==> src/rtl/cpu_6502_pkg.sv <==
// Shared encodings for the 6502 interrupt/reset front end: interrupt types,
// vector addresses and the interrupt controller state encoding.
package cpu_6502_pkg;

    typedef enum logic [1:0] {
        INT_NONE  = 2'b00,
        INT_IRQ   = 2'b01,
        INT_NMI   = 2'b10,
        INT_RESET = 2'b11
    } int_type_e;

    typedef enum logic [1:0] {
        ST_HOLD    = 2'b00,
        ST_RSTPEND = 2'b01,
        ST_IDLE    = 2'b10,
        ST_SERVICE = 2'b11
    } int_state_e;

    localparam logic [15:0] VEC_NMI   = 16'hFFFA;
    localparam logic [15:0] VEC_RESET = 16'hFFFC;
    localparam logic [15:0] VEC_IRQ   = 16'hFFFE;

    // Vector low-byte address; "none" shares the IRQ/BRK vector.
    function automatic logic [15:0] vec_for(input int_type_e t);
        case (t)
            INT_NMI:   vec_for = VEC_NMI;
            INT_RESET: vec_for = VEC_RESET;
            default:   vec_for = VEC_IRQ;
        endcase
    endfunction

endpackage

==> src/rtl/sync2.sv <==
// Two-flop synchronizer for active-low pins; resets to the inactive (high) level.
module sync2 (
    input  logic clk,
    input  logic rst_n,
    input  logic d,
    output logic q
);

    logic meta_q, meta_d;
    logic sync_q, sync_d;

    always_comb begin
        meta_d = d;
        sync_d = meta_q;
    end

    always_ff @(posedge clk or negedge rst_n) begin
        if (!rst_n) begin
            meta_q <= 1'b1;
            sync_q <= 1'b1;
        end else begin
            meta_q <= meta_d;
            sync_q <= sync_d;
        end
    end

    assign q = sync_q;

endmodule

==> src/rtl/cpu_int_ctrl.sv <==
// 6502 interrupt/reset controller: synchronizes IRQ/NMI/res, sequences the
// reset hold and offers RESET/NMI/IRQ to the core sequencer at fetch boundaries.
module cpu_int_ctrl
    import cpu_6502_pkg::*;
#(
    parameter int unsigned RST_HOLD_CYC = 2
) (
    input  logic        clk,
    input  logic        res,
    input  logic        IRQ,
    input  logic        NMI,
    input  logic        RDY,
    input  logic        sync,
    input  logic        i_flag,
    input  logic        ack,
    input  logic        done,
    output logic        core_rst,
    output logic        int_req,
    output logic [1:0]  int_type,
    output logic [15:0] vec_addr
);

    localparam int unsigned CNT_W = (RST_HOLD_CYC > 1) ? $clog2(RST_HOLD_CYC) : 1;

    logic             irq_s, nmi_s;
    logic             res_meta_q, res_meta_d;
    logic             res_sync_q, res_sync_d;
    logic             nmi_prev_q, nmi_prev_d;
    logic             nmi_pend_q, nmi_pend_d;
    logic [CNT_W-1:0] cnt_q, cnt_d;
    int_state_e       state_q, state_d;
    logic             core_rst_q, core_rst_d;
    logic             int_req_q, int_req_d;
    int_type_e        int_type_q, int_type_d;
    logic             irq_act, nmi_fall, nmi_ack, hold_done;

    sync2 u_sync_irq (.clk(clk), .rst_n(res), .d(IRQ), .q(irq_s));
    sync2 u_sync_nmi (.clk(clk), .rst_n(res), .d(NMI), .q(nmi_s));

    always_comb begin
        res_meta_d = 1'b1;
        res_sync_d = res_meta_q;
        nmi_prev_d = nmi_s;
        cnt_d      = cnt_q;
        state_d    = state_q;
        core_rst_d = core_rst_q;
        int_req_d  = int_req_q;
        int_type_d = int_type_q;
        nmi_ack    = 1'b0;

        irq_act   = !irq_s && !i_flag;
        nmi_fall  = nmi_prev_q && !nmi_s;
        hold_done = (RST_HOLD_CYC == 0) || (cnt_q == CNT_W'(RST_HOLD_CYC - 1));

        // RDY low freezes sequencing; synchronizers and edge capture keep running.
        if (RDY) begin
            case (state_q)
                ST_HOLD: begin
                    if (res_sync_q) begin
                        if (hold_done) begin
                            state_d    = ST_RSTPEND;
                            core_rst_d = 1'b0;
                            int_req_d  = 1'b1;
                            int_type_d = INT_RESET;
                            cnt_d      = '0;
                        end else begin
                            cnt_d = cnt_q + CNT_W'(1);
                        end
                    end
                end
                ST_RSTPEND: begin
                    if (ack) begin
                        state_d   = ST_SERVICE;
                        int_req_d = 1'b0;
                    end
                end
                ST_IDLE: begin
                    if (int_req_q) begin
                        if (ack) begin
                            state_d   = ST_SERVICE;
                            int_req_d = 1'b0;
                            nmi_ack   = (int_type_q == INT_NMI);
                        end else if (sync && (int_type_q == INT_IRQ) && !irq_act) begin
                            // IRQ went away before the core took it: withdraw the offer.
                            int_req_d  = 1'b0;
                            int_type_d = INT_NONE;
                        end
                    end else if (sync) begin
                        if (nmi_pend_q) begin
                            int_req_d  = 1'b1;
                            int_type_d = INT_NMI;
                        end else if (irq_act) begin
                            int_req_d  = 1'b1;
                            int_type_d = INT_IRQ;
                        end
                    end
                end
                ST_SERVICE: begin
                    if (done) begin
                        state_d    = ST_IDLE;
                        int_type_d = INT_NONE;
                    end
                end
                default: state_d = ST_HOLD;
            endcase
        end

        // A coincident new edge wins over the ack; edges seen during the hold are stale.
        nmi_pend_d = nmi_fall || (nmi_pend_q && !nmi_ack);
        if (state_q == ST_HOLD) begin
            nmi_pend_d = 1'b0;
        end
    end

    always_ff @(posedge clk or negedge res) begin
        if (!res) begin
            res_meta_q <= 1'b0;
            res_sync_q <= 1'b0;
            nmi_prev_q <= 1'b1;
            nmi_pend_q <= 1'b0;
            cnt_q      <= '0;
            state_q    <= ST_HOLD;
            core_rst_q <= 1'b1;
            int_req_q  <= 1'b0;
            int_type_q <= INT_NONE;
        end else begin
            res_meta_q <= res_meta_d;
            res_sync_q <= res_sync_d;
            nmi_prev_q <= nmi_prev_d;
            nmi_pend_q <= nmi_pend_d;
            cnt_q      <= cnt_d;
            state_q    <= state_d;
            core_rst_q <= core_rst_d;
            int_req_q  <= int_req_d;
            int_type_q <= int_type_d;
        end
    end

    assign core_rst = core_rst_q;
    assign int_req  = int_req_q;
    assign int_type = int_type_q;
    assign vec_addr = vec_for(int_type_q);

endmodule

==> config.mk <==
export PLATFORM = sky130hd
export DESIGN_NAME = cpu_int_ctrl
export DESIGN_NICKNAME = d
export VERILOG_FILES = /design/src/rtl/cpu_6502_pkg.sv /design/src/rtl/sync2.sv /design/src/rtl/cpu_int_ctrl.sv
export SDC_FILE = /design/constraint.sdc
export NUM_CORES = 1
export LEC_CHECK = 0
export ABC_AREA = 1
export BUFFER_PORTS_ARGS = -buffer_cell sky130_fd_sc_hd__buf_4
export CORE_MARGIN = 2
export CORE_UTILIZATION = 43
export DETAILED_ROUTE_END_ITERATION = 8
export PLACE_DENSITY = 0.79
export SKIP_LAST_GASP = 1
export SYNTH_ARGS = -nofsm -noshare
export SYNTH_HDL_FRONTEND = slang
export SYNTH_HIERARCHICAL = 1
export SYNTH_SLANG_ARGS = --single-unit
==> constraint.sdc <==
create_clock -name clk -period 1.58 [get_ports clk]
set_clock_uncertainty 0.1 [all_clocks]
set_input_delay 0.316 -clock clk [delete_from_list [all_inputs] [get_ports clk]]
set_output_delay 0.316 -clock clk [all_outputs]
set_load 0.02 [all_outputs]
==> results.sh <==
export IMPL_start_util_pct=46.9
export IMPL_final_common_cell="nand2_1"
export IMPL_critical_path_max_stage_delay_ps=430
export IMPL_clock_tree_buffer_depth=2
export IMPL_drt_pass1_iterations=4
export IMPL_clk_pin_slew_ps=90
export IMPL_die_area_um2=2320
export IMPL_synth_compound_area_share_pct=6.58
export IMPL_synth_seq_cells=15
export IMPL_reg2reg_from="state_q[0]$_DFFE_PN0P_"
export IMPL_std_cell_rows=15
export IMPL_core_um2=1780
export IMPL_syn_cell_area_um2=837
export IMPL_synthAdderAreaFrac_pct=5.98
export IMPL_wl_per_cell_um=10.1
export IMPL_grt_max_degree=16
export IMPL_cp_cell_sequence="buf_6 > ha_4 > or2_1 > or2_0 > a21oi_1 > nor2_1"
export IMPL_antenna_found_initial=0
export IMPL_worstPathMaxFanout=3
export IMPL_cellPowerDensity_nw_per_um2=1750
export IMPL_postRouteAntennaNets=0
export IMPL_fmax_mhz=644
export IMPL_drtIter0Drc=15
export IMPL_final_layout_size_suffix_gt1_share_pct=28.1
export IMPL_syn_inst=100
export IMPL_cp_end_kind="flop"
export IMPL_ios=29
export IMPL_power_mw=1.79
export IMPL_final_util_pct=57.2
export IMPL_period_share_pct=98.3
export IMPL_status="completed"
export IMPL_yosysSeqAreaShare_pct=45.7
export IMPL_met1_usage_pct=16.9
export IMPL_arrival_ps=1630
export IMPL_hold_violations=0
export IMPL_clock_root_buffer="clkbuf_4"
export IMPL_most_common_layout_cells="nand2_1 (19), buf_4 (16), conb_1 (15), inv_1 (12)"
export IMPL_grt_pass1_wl_um=2170
export IMPL_use_met3_pct=3.33
export IMPL_top_usage_layer="met2"
export IMPL_synth_top_family_by_area="simple AND/OR/NAND/NOR gates"
export IMPL_startpoint="state_q[0]$_DFFE_PN0P_"
export IMPL_gp_congestion=0.783
export IMPL_dpl_hpwl_um=1110
export IMPL_vias=662
export IMPL_htreeDepth=1
export IMPL_slowest_stage="dfrtp_1"
export IMPL_worst_setup_path_type="flop to flop"
export IMPL_synthToLayoutAreaGrowth_pct=21.8
export IMPL_met2_usage_pct=22.4
export IMPL_avgSynthCellArea_um2=8.37
export IMPL_ys_warn_count=6
export IMPL_stdcell_count=146
export IMPL_die_width_um=48.1
export IMPL_rsz0062_at_grt="yes"
export IMPL_port_buffers=14
export IMPL_wl_um=1480
export IMPL_layout_setup_ws_ps=26.4
export IMPL_holdWs_ps=30.7
export IMPL_remaining_drc_errors=0
export IMPL_ir_drop_uv=1000
export IMPL_cp_start_kind="flop"
export IMPL_synth_simple_area_share_pct=20.9
export IMPL_post_place_ws_ps=-15.4
export IMPL_placed_cells=139
export IMPL_viasPerCell=4.53
export IMPL_drv_slew=0
export IMPL_gr_total_overflow=0
export IMPL_cts_buffers=3
export IMPL_hold_start="IRQ"
export IMPL_muxShareOfSynthArea_pct=0
export IMPL_period_needed_ps=1550
export IMPL_p_leak_nw=0.529
export IMPL_cts_tree="done"
export IMPL_antenna_cells=0
export IMPL_grt_pass1_vias=554
export IMPL_max_cap_violations=0
export IMPL_finalSetupViolations=0
export IMPL_synth_xor_area_share_pct=1.05
export IMPL_die_h_um=48.1
export IMPL_worstPathRequired_ps=1660
export IMPL_nets=135
export IMPL_gr_usage_all_layers_pct=13.8
export IMPL_cts_sinks=15
export IMPL_insertion_delay_ps=280
export IMPL_min_path_type="input port to flop"
export IMPL_synthDistinctLibCells=19
## worst max-delay path: cells and delay by family (launching register included)
kind / cells / cell delay (ps)
AO/OA/AOI/OAI: 1 / 150
adder cells (fa/ha/maj): 1 / 140
buffers and inverters: 1 / 140
flip-flops: 1 / 430
AND/OR/NAND/NOR: 3 / 500
## worst paths after layout
path                                          endpoint  slack, ps  cells past startpoint
max                                int_req$_DFFE_PN0P_         30                      6
min                        u_sync_irq/meta_q$_DFF_PN1_         30                      1
max reg2reg                        int_req$_DFFE_PN0P_         30                      6
min reg2reg                     u_sync_irq/q$_DFF_PN1_        260                      0
max in group asynchronous  u_sync_irq/meta_q$_DFF_PN1_        840                      2
min in group asynchronous         res_meta_q$_DFF_PN0_        310                      2
## state kept, by name, indices dropped and copies added, names as in the netlist
name and flops:
int_req 1, u_sync_irq/q 1, u_sync_irq/meta_q 1, core_rst 1, nmi_prev_q 1, state_q 2, res_meta_q 1, res_sync_q 1
int_type 2, cnt_q 1, u_sync_nmi/q 1, u_sync_nmi/meta_q 1, nmi_pend_q 1
## per-layer routing
layer | up-vias | part of all wire (%)
li1 | 324 | -
met1 | 310 | 41
met2 | 25 | 52
met3 | 3 | 5.5
met4 | 0 | 1.4
met5 | - | 0
## stage by stage
stage / cell area [µm²] / TNS (ps)
4_1_cts: 970 / 0
2_1_floorplan: 886 / 0
3_5_place_dp: 925 / -22.2
6_report: 1020 / 0
3_3_place_gp: 925 / 0
5_1_grt: 1020 / -111
## synth_stat cells (all sizes together)
cell,number,area [µm²]
nand2,20,77.6
buf,14,105
inv,14,52.6
dfrtp,9,225
nand3,8,40.0
nor2,7,26.3
dfstp,6,158
o21ai,5,25.0
ha,4,50.1
or2,3,18.8
a21oi,2,10.0
conb,2,7.51
nand4,2,12.5
o22ai,2,12.5
o21a,1,7.51
xor2,1,8.76
## what timing repair did
| action | 4_1_cts | 5_1_grt |
|---|---|---|
| buffers inserted | 1 | 1 |
| setup endpoints to repair | 3 | 5 |
| pin swaps | 0 | 8 |
| endpoints found under the hold margin | 15 | 0 |
| hold buffers | 1 | 0 |
| resized for setup | 0 | 9 |
## where the power goes
group          total (mW)  leakage, nW  internal (mW)  switching, mW
Combinational       0.963        0.344          0.414          0.550
Sequential          0.605        0.168          0.497          0.108
Clock               0.218       0.0177         0.0940          0.124
## logic make-up (layout without fill, tap and decap cells)
group	Yosys count	count (layout)
other cells	2	15
xor+xnor	1	1
buf+inv	28	36
flops	15	15
fa+ha+maj	4	4
simple gates	40	40
compound gates	10	10
## final cells by class
cell class	count	area (µm²)
Fill cell	160	763
Inverter	14	52.6
Timing Repair Buffer	18	141
Tap cell	25	31.3
Clock buffer	3	22.5
Multi-Input combinational cell	70	383
Sequential cell	15	384
Clock inverter	1	5.00
Note: power is estimated with default switching activity, not from simulation.
